File: src/rtl/key_matrix_scan.sv
// Row-scanned key matrix reader: drives one row low per scan tick, assembles whole-matrix
// frames from synchronized active-low columns, debounces frames and reports single presses.
module key_matrix_scan #(
  parameter int F_CLK    = 50000000,
  parameter int F_SCAN   = 1000,
  parameter int ROWS     = 4,
  parameter int COLS     = 4,
  parameter int DEBOUNCE = 4
) (
  input  logic                           clk,
  input  logic                           rst,
  output logic [ROWS-1:0]                row_n,
  input  logic [COLS-1:0]                col_n,
  output logic [$clog2(ROWS*COLS)-1:0]   key_code,
  output logic                           key_valid,
  output logic                           key_pressed,
  output logic                           key_multi
);

  localparam int TICK_DIV = F_CLK / F_SCAN;
  localparam int CNT_W    = $clog2(TICK_DIV);
  localparam int PTR_W    = (ROWS > 1) ? $clog2(ROWS) : 1;
  localparam int N        = ROWS * COLS;
  localparam int CODE_W   = $clog2(N);

  localparam logic [CNT_W-1:0] TICK_LAST = CNT_W'(TICK_DIV - 1);
  localparam logic [PTR_W-1:0] PTR_LAST  = PTR_W'(ROWS - 1);
  localparam logic [3:0]       DB        = 4'(DEBOUNCE);

  typedef enum logic [1:0] {IDLE, PRESSED, BLOCKED} state_t;

  logic [COLS-1:0]   sync1_q, sync1_d, sync2_q, sync2_d;
  logic [CNT_W-1:0]  tick_cnt_q, tick_cnt_d;
  logic [PTR_W-1:0]  ptr_q, ptr_d;
  logic [ROWS-1:0]   row_n_q, row_n_d;
  logic [N-1:0]      frame_q, frame_d;
  logic [N-1:0]      cand_q, cand_d;
  logic [N-1:0]      stable_q, stable_d;
  logic [3:0]        cnt_q, cnt_d;
  logic              tick, frame_done;
  logic              n_zero, n_one;
  logic [CODE_W-1:0] set_idx;
  int                base;

  state_t            state_q;
  logic [CODE_W-1:0] key_code_q;
  logic              key_valid_q;

  always_comb begin
    sync1_d    = col_n;
    sync2_d    = sync1_q;
    tick       = (tick_cnt_q == TICK_LAST);
    frame_done = tick && (ptr_q == PTR_LAST);
    tick_cnt_d = tick ? '0 : tick_cnt_q + 1'b1;

    ptr_d = ptr_q;
    if (tick) ptr_d = (ptr_q == PTR_LAST) ? '0 : ptr_q + 1'b1;
    row_n_d = ~(ROWS'(1) << ptr_d);

    // Columns are inverted here so every frame bit reads 1 = pressed.
    base    = int'(ptr_q) * COLS;
    frame_d = frame_q;
    if (tick) frame_d[base +: COLS] = ~sync2_q;

    cand_d   = cand_q;
    cnt_d    = cnt_q;
    stable_d = stable_q;
    if (frame_done) begin
      if (frame_d == cand_q) begin
        cnt_d = (cnt_q >= DB) ? DB : cnt_q + 4'd1;
        if (cnt_d == DB) stable_d = cand_q;
      end else begin
        cand_d = frame_d;
        cnt_d  = 4'd1;
        if (DB == 4'd1) stable_d = frame_d;
      end
    end
  end

  // Popcount reduced to the three classes the FSM cares about.
  always_comb begin
    n_zero  = (stable_q == '0);
    n_one   = !n_zero && ((stable_q & (stable_q - 1'b1)) == '0);
    set_idx = '0;
    for (int i = N - 1; i >= 0; i--) begin
      if (stable_q[i]) set_idx = CODE_W'(i);
    end
  end

  always_ff @(posedge clk) begin
    if (rst) begin
      sync1_q    <= '1;
      sync2_q    <= '1;
      tick_cnt_q <= '0;
      ptr_q      <= '0;
      row_n_q    <= ~(ROWS'(1));
      frame_q    <= '0;
      cand_q     <= '0;
      stable_q   <= '0;
      cnt_q      <= '0;
    end else begin
      sync1_q    <= sync1_d;
      sync2_q    <= sync2_d;
      tick_cnt_q <= tick_cnt_d;
      ptr_q      <= ptr_d;
      row_n_q    <= row_n_d;
      frame_q    <= frame_d;
      cand_q     <= cand_d;
      stable_q   <= stable_d;
      cnt_q      <= cnt_d;
    end
  end

  // A pressed key is remembered as key_code; any other nonzero stable frame blocks rollover.
  always_ff @(posedge clk) begin
    if (rst) begin
      state_q     <= IDLE;
      key_code_q  <= '0;
      key_valid_q <= 1'b0;
    end else begin
      key_valid_q <= 1'b0;
      case (state_q)
        IDLE: begin
          if (n_one) begin
            state_q     <= PRESSED;
            key_code_q  <= set_idx;
            key_valid_q <= 1'b1;
          end else if (!n_zero) begin
            state_q <= BLOCKED;
          end
        end
        PRESSED: begin
          if (n_zero) state_q <= IDLE;
          else if (stable_q != (N'(1) << key_code_q)) state_q <= BLOCKED;
        end
        BLOCKED: begin
          if (n_zero) state_q <= IDLE;
        end
        default: state_q <= IDLE;
      endcase
    end
  end

  assign row_n       = row_n_q;
  assign key_code    = key_code_q;
  assign key_valid   = key_valid_q;
  assign key_pressed = (state_q == PRESSED);
  assign key_multi   = (state_q == BLOCKED);

endmodule

File: config.mk
export PLATFORM = sky130hd
export DESIGN_NAME = key_matrix_scan
export DESIGN_NICKNAME = d
export VERILOG_FILES = /design/src/rtl/key_matrix_scan.sv
export SDC_FILE = /design/constraint.sdc
export NUM_CORES = 1
export LEC_CHECK = 0
export ABC_AREA = 1
export CAP_MARGIN = 10
export CELL_PAD_IN_SITES_DETAIL_PLACEMENT = 0
export CELL_PAD_IN_SITES_GLOBAL_PLACEMENT = 1
export CORE_UTILIZATION = 25
export DETAILED_ROUTE_END_ITERATION = 6
export GPL_ROUTABILITY_DRIVEN = 0
export PLACE_DENSITY = 0.54
export SYNTH_ARGS = -nofsm -noshare
export SYNTH_HDL_FRONTEND = slang
export SYNTH_SLANG_ARGS = --single-unit
File: constraint.sdc
create_clock -name clk -period 4.05 [get_ports clk]
set_input_delay 0.81 -clock clk [delete_from_list [all_inputs] [get_ports clk]]
set_output_delay 0.81 -clock clk [all_outputs]
set_load 0.01 [all_outputs]
==> metrics.md <==
| Metric | Value |
|---|---|
| Die Ht | 143 um |
| Final Non-Filler Cells | 1085 |
| Commonest non-fill, non-tap cell in the layout | nand2_1 |
| Worst-Skew Late Latency | 0.36 ns |
| Clock power share | 50.4% |
| Clock root buffer | clkbuf_16 |
| Total clock buffers created by CTS | 9 |
| Final Hold Vio Count | 0 |
| Initial DRT Pass Iterations | 5 |
| Synth warnings | 0 |
| Slew at the pin closest to its max-slew limit | 0.541 ns |
| Worst hold path type | register to register |
| Fill cell count | 2255 |
| Mapped Area | 4980 sq um |
| VDD IR max | 0.183 mV |
| Top-Level Pins | 17 |
| R2R depth | 19 |
| Share of layout cells above drive strength 1 | 5.73% |
| Initial Util | 25.5% |
| Syn avg cell area | 6.20 sq um |
| Crit path max fanout | 16 |
| Number of routed nets with antenna violations | 0 |
| Setup_tns | 0 ns |
| # nets final | 829 |
| Final setup skew | 0.00748 ns |
| Clock sink count | 89 |
| Vias/cell | 4.34 |
| Reg power frac | 47.5% |
| Post-synth EDFFs | 0 |
| CTS clk-pin slew, worst paths | 0.07 ns |
| Die width | 143 um |
| Int Pwr | 1440 uW |
| Critical path class | register to register |
| Initial DRC count | 193 |
| Antenna violations before repair | 0 |
| Hold Crit Depth | 1 |
| Reg2reg start | ptr_q[0] |
| Worst slack, placed | 0.934 ns |
| Syn_nets | 818 |
| Psw | 416 uW |
| DIE AREA | 20500 sq um |
| Switching share of total power | 22.4% |
| Relative slew slack | 63.9% |
| Post-DP HPWL | 9890 um |
| Syn Inst Count | 804 |
| Hold-fix buffers, CTS | 0 |
| Status | complete, no violations |
| Synth top area share | 35.7% |
| Htree depth | 3 |
| # diodes | 0 |
| Vias in the first global route | 4514 |
| Logic pwr share | 2.1% |
| Buffers on Ports | 16 |
| Pin count of the biggest net entering global routing | 40 |
| Min-Delay Endpoint | sync2_q[3] |
| Period minus WS final | 3.13 ns |
| Final WS setup | 0.916 ns |
| Pwr dens | 325 nW/um^2 |
| FFs w/ async S/R, synth | 0% |
| Post-DP Area | 5400 sq um |
| Cell variety after synth | 33 |
| DP Cell Count | 1069 |
| CP Data Required Time | 4.34 ns |
| Main flop type after synthesis | dfxtp_1 |
| Unrepaired setup endpoints after global routing | false |
| Fin crit share | 77.4% |
| Area leader, netlist | dfxtp_1 |
| Crit. End Element | register |
| Leakage | 0.00239 uW |
| Max Clk Rate | 0.319 GHz |
| Routed len/inst | 12.4 um |
| FF-to-FF setup slack | 0.92 ns |
| Worst Hold Launch | sync1_q[3] |
| Total grt overflow | 0 |
| FP Rows | 51 |
| Area contributors post-synth | dfxtp_1, nand2_1, nor2_1, inv_1, nand3_1 |
| Final core utilization | 29.3% |
| Critical Path AT | 3.43 ns |
| Total track usage | 14.6% |
| Setup Fix Bufs, Post-CTS | 0 |
| Post-synthesis sequential area ratio | 35.7% |
| Most frequent cells in the layout | nand2_1, nor2_1, inv_1, dfxtp_1, nand3_1 |
| Via count | 4704 |
| Area grow syn2layout | 14.9% |
| Final Max Tran Viols | 0 |
| Core Area | 19500 sq um |
| FF-to-FF End | stable_q[10] |
| CTS resizes | 0 |
| Final setup fails | 0 |
| CTS Buffer Depth | 2 |
| Register bit count reported by yosys | 89 |
| Routed wire length | 13500 um |
| First-pass GRT wire length | 22900 um |
| Crit start category | register |
| Fin area | 5730 sq um |
| CTS tree | yes |
| Max-cap viol count | 0 |
| Number of remaining DRC errors | 0 |
==> how the worst max path moves through the flow <==
| stage | from | cells after the start | end | slack [ns] |
|---|---|---|---|---|
| 6_report | ptr_q[0] | 19 | stable_q[10] | 0.92 |
| 5_1_grt | ptr_q[0] | 19 | stable_q[14] | 0.37 |
| 4_1_cts | ptr_q[0] | 20 | cand_q[9] | 0.92 |
| 3_5_place_dp | ptr_q[0] | 20 | cand_q[5] | 0.93 |
| 3_3_place_gp | ptr_q[0] | 20 | cand_q[14] | 0.95 |
| 2_1_floorplan | ptr_q[0] | 18 | stable_q[9] | 1.56 |
==> cell usage after synthesis, types with 3 or more instances <==
| cell | count |
|---|---|
| a21oi_1 | 17 |
| buf_2 | 7 |
| buf_6 | 3 |
| clkbuf_1 | 9 |
| dfxtp_1 | 89 |
| ha_1 | 8 |
| inv_1 | 89 |
| nand2_1 | 253 |
| nand2_2 | 7 |
| nand3_1 | 60 |
| nand4_1 | 26 |
| nor2_1 | 149 |
| nor2_4 | 4 |
| nor3_1 | 7 |
| nor3b_1 | 3 |
| o21ai_0 | 30 |
| or2_2 | 11 |
| xor2_1 | 13 |
==> worst max-delay path, cell delays in order, from the launching register on <==
cell and delay (ns):
dfxtp_1 0.31, buf_4 0.20, inv_1 0.13, ha_1 0.41
inv_1 0.15, nor2_1 0.22, nand2_1 0.08, nand2_1 0.06
o21ai_0 0.08, nand2_1 0.13, nand2_2 0.09, nand2_1 0.06
nand2_1 0.05, nor2_1 0.11, nand2_1 0.06, nor2_1 0.18
nand3_1 0.20, nor2_4 0.38, nor2_1 0.08, nor2_1 0.10
==> per-stage QoR <==
stage	hold slack, ns	total power (uW)
floorplan	0.389	929
detailed placement	0.397	944
global placement	0.395	945
global route	0.429	1930
CTS	0.414	1900
finish	0.409	1860
==> per-layer routing <==
layer	global-route usage [%]	share of wire, %	vias up	wire length (um)
li1	-	-	2545	-
met1	19.8	54	2105	7220
met2	23.1	42	40	5720
met3	2.11	2.4	14	317
met4	5.60	1.6	0	217
met5	0	0	-	0
==> cell families (layout without fill, tap and decap cells) <==
| family | count (synthesis) | in the layout | share of synthesized area (%) |
|---|---|---|---|
| AOI/OAI and AO/OA | 54 | 54 | 5.72 |
| xor gates and xnor gates | 14 | 14 | 2.46 |
| adders and majority gates | 8 | 8 | 2.01 |
| buffers and inverters | 113 | 129 | 9.29 |
| DFF | 89 | 89 | 35.7 |
| and+or+nand+nor | 526 | 526 | 44.8 |
==> sequential cells by signal (all words and copies together), names as in the netlist, 4 cells and up <==
register    cells
stable_q       16
frame_q        16
cand_q         16
sync1_q         4
cnt_q           4
key_code        4
sync2_q         4
row_n           4
tick_cnt_q     16
==> power by group through the flow <==
stage          Combinational, uW  Clock, uW  Sequential, uW
6_report                    39.0        937             883
5_1_grt                     45.3       1010             884
4_1_cts                     40.4        976             883
3_5_place_dp                40.3          0             904
3_3_place_gp                41.1          0             904
2_1_floorplan               26.0          0             903
==> layout make-up <==
class / count / area, sq um / area share, %
Clock buffer: 9 / 225 / 3.93
Clock inverter: 7 / 103 / 1.79
Inverter: 91 / 342 / 5.96
Multi-Input combinational cell: 602 / 2740 / 47.8
Sequential cell: 89 / 1780 / 31.1
Tap cell: 265 / 332 / 5.79
Timing Repair Buffer: 22 / 205 / 3.58
Note: power is estimated with default switching activity, not from simulation.
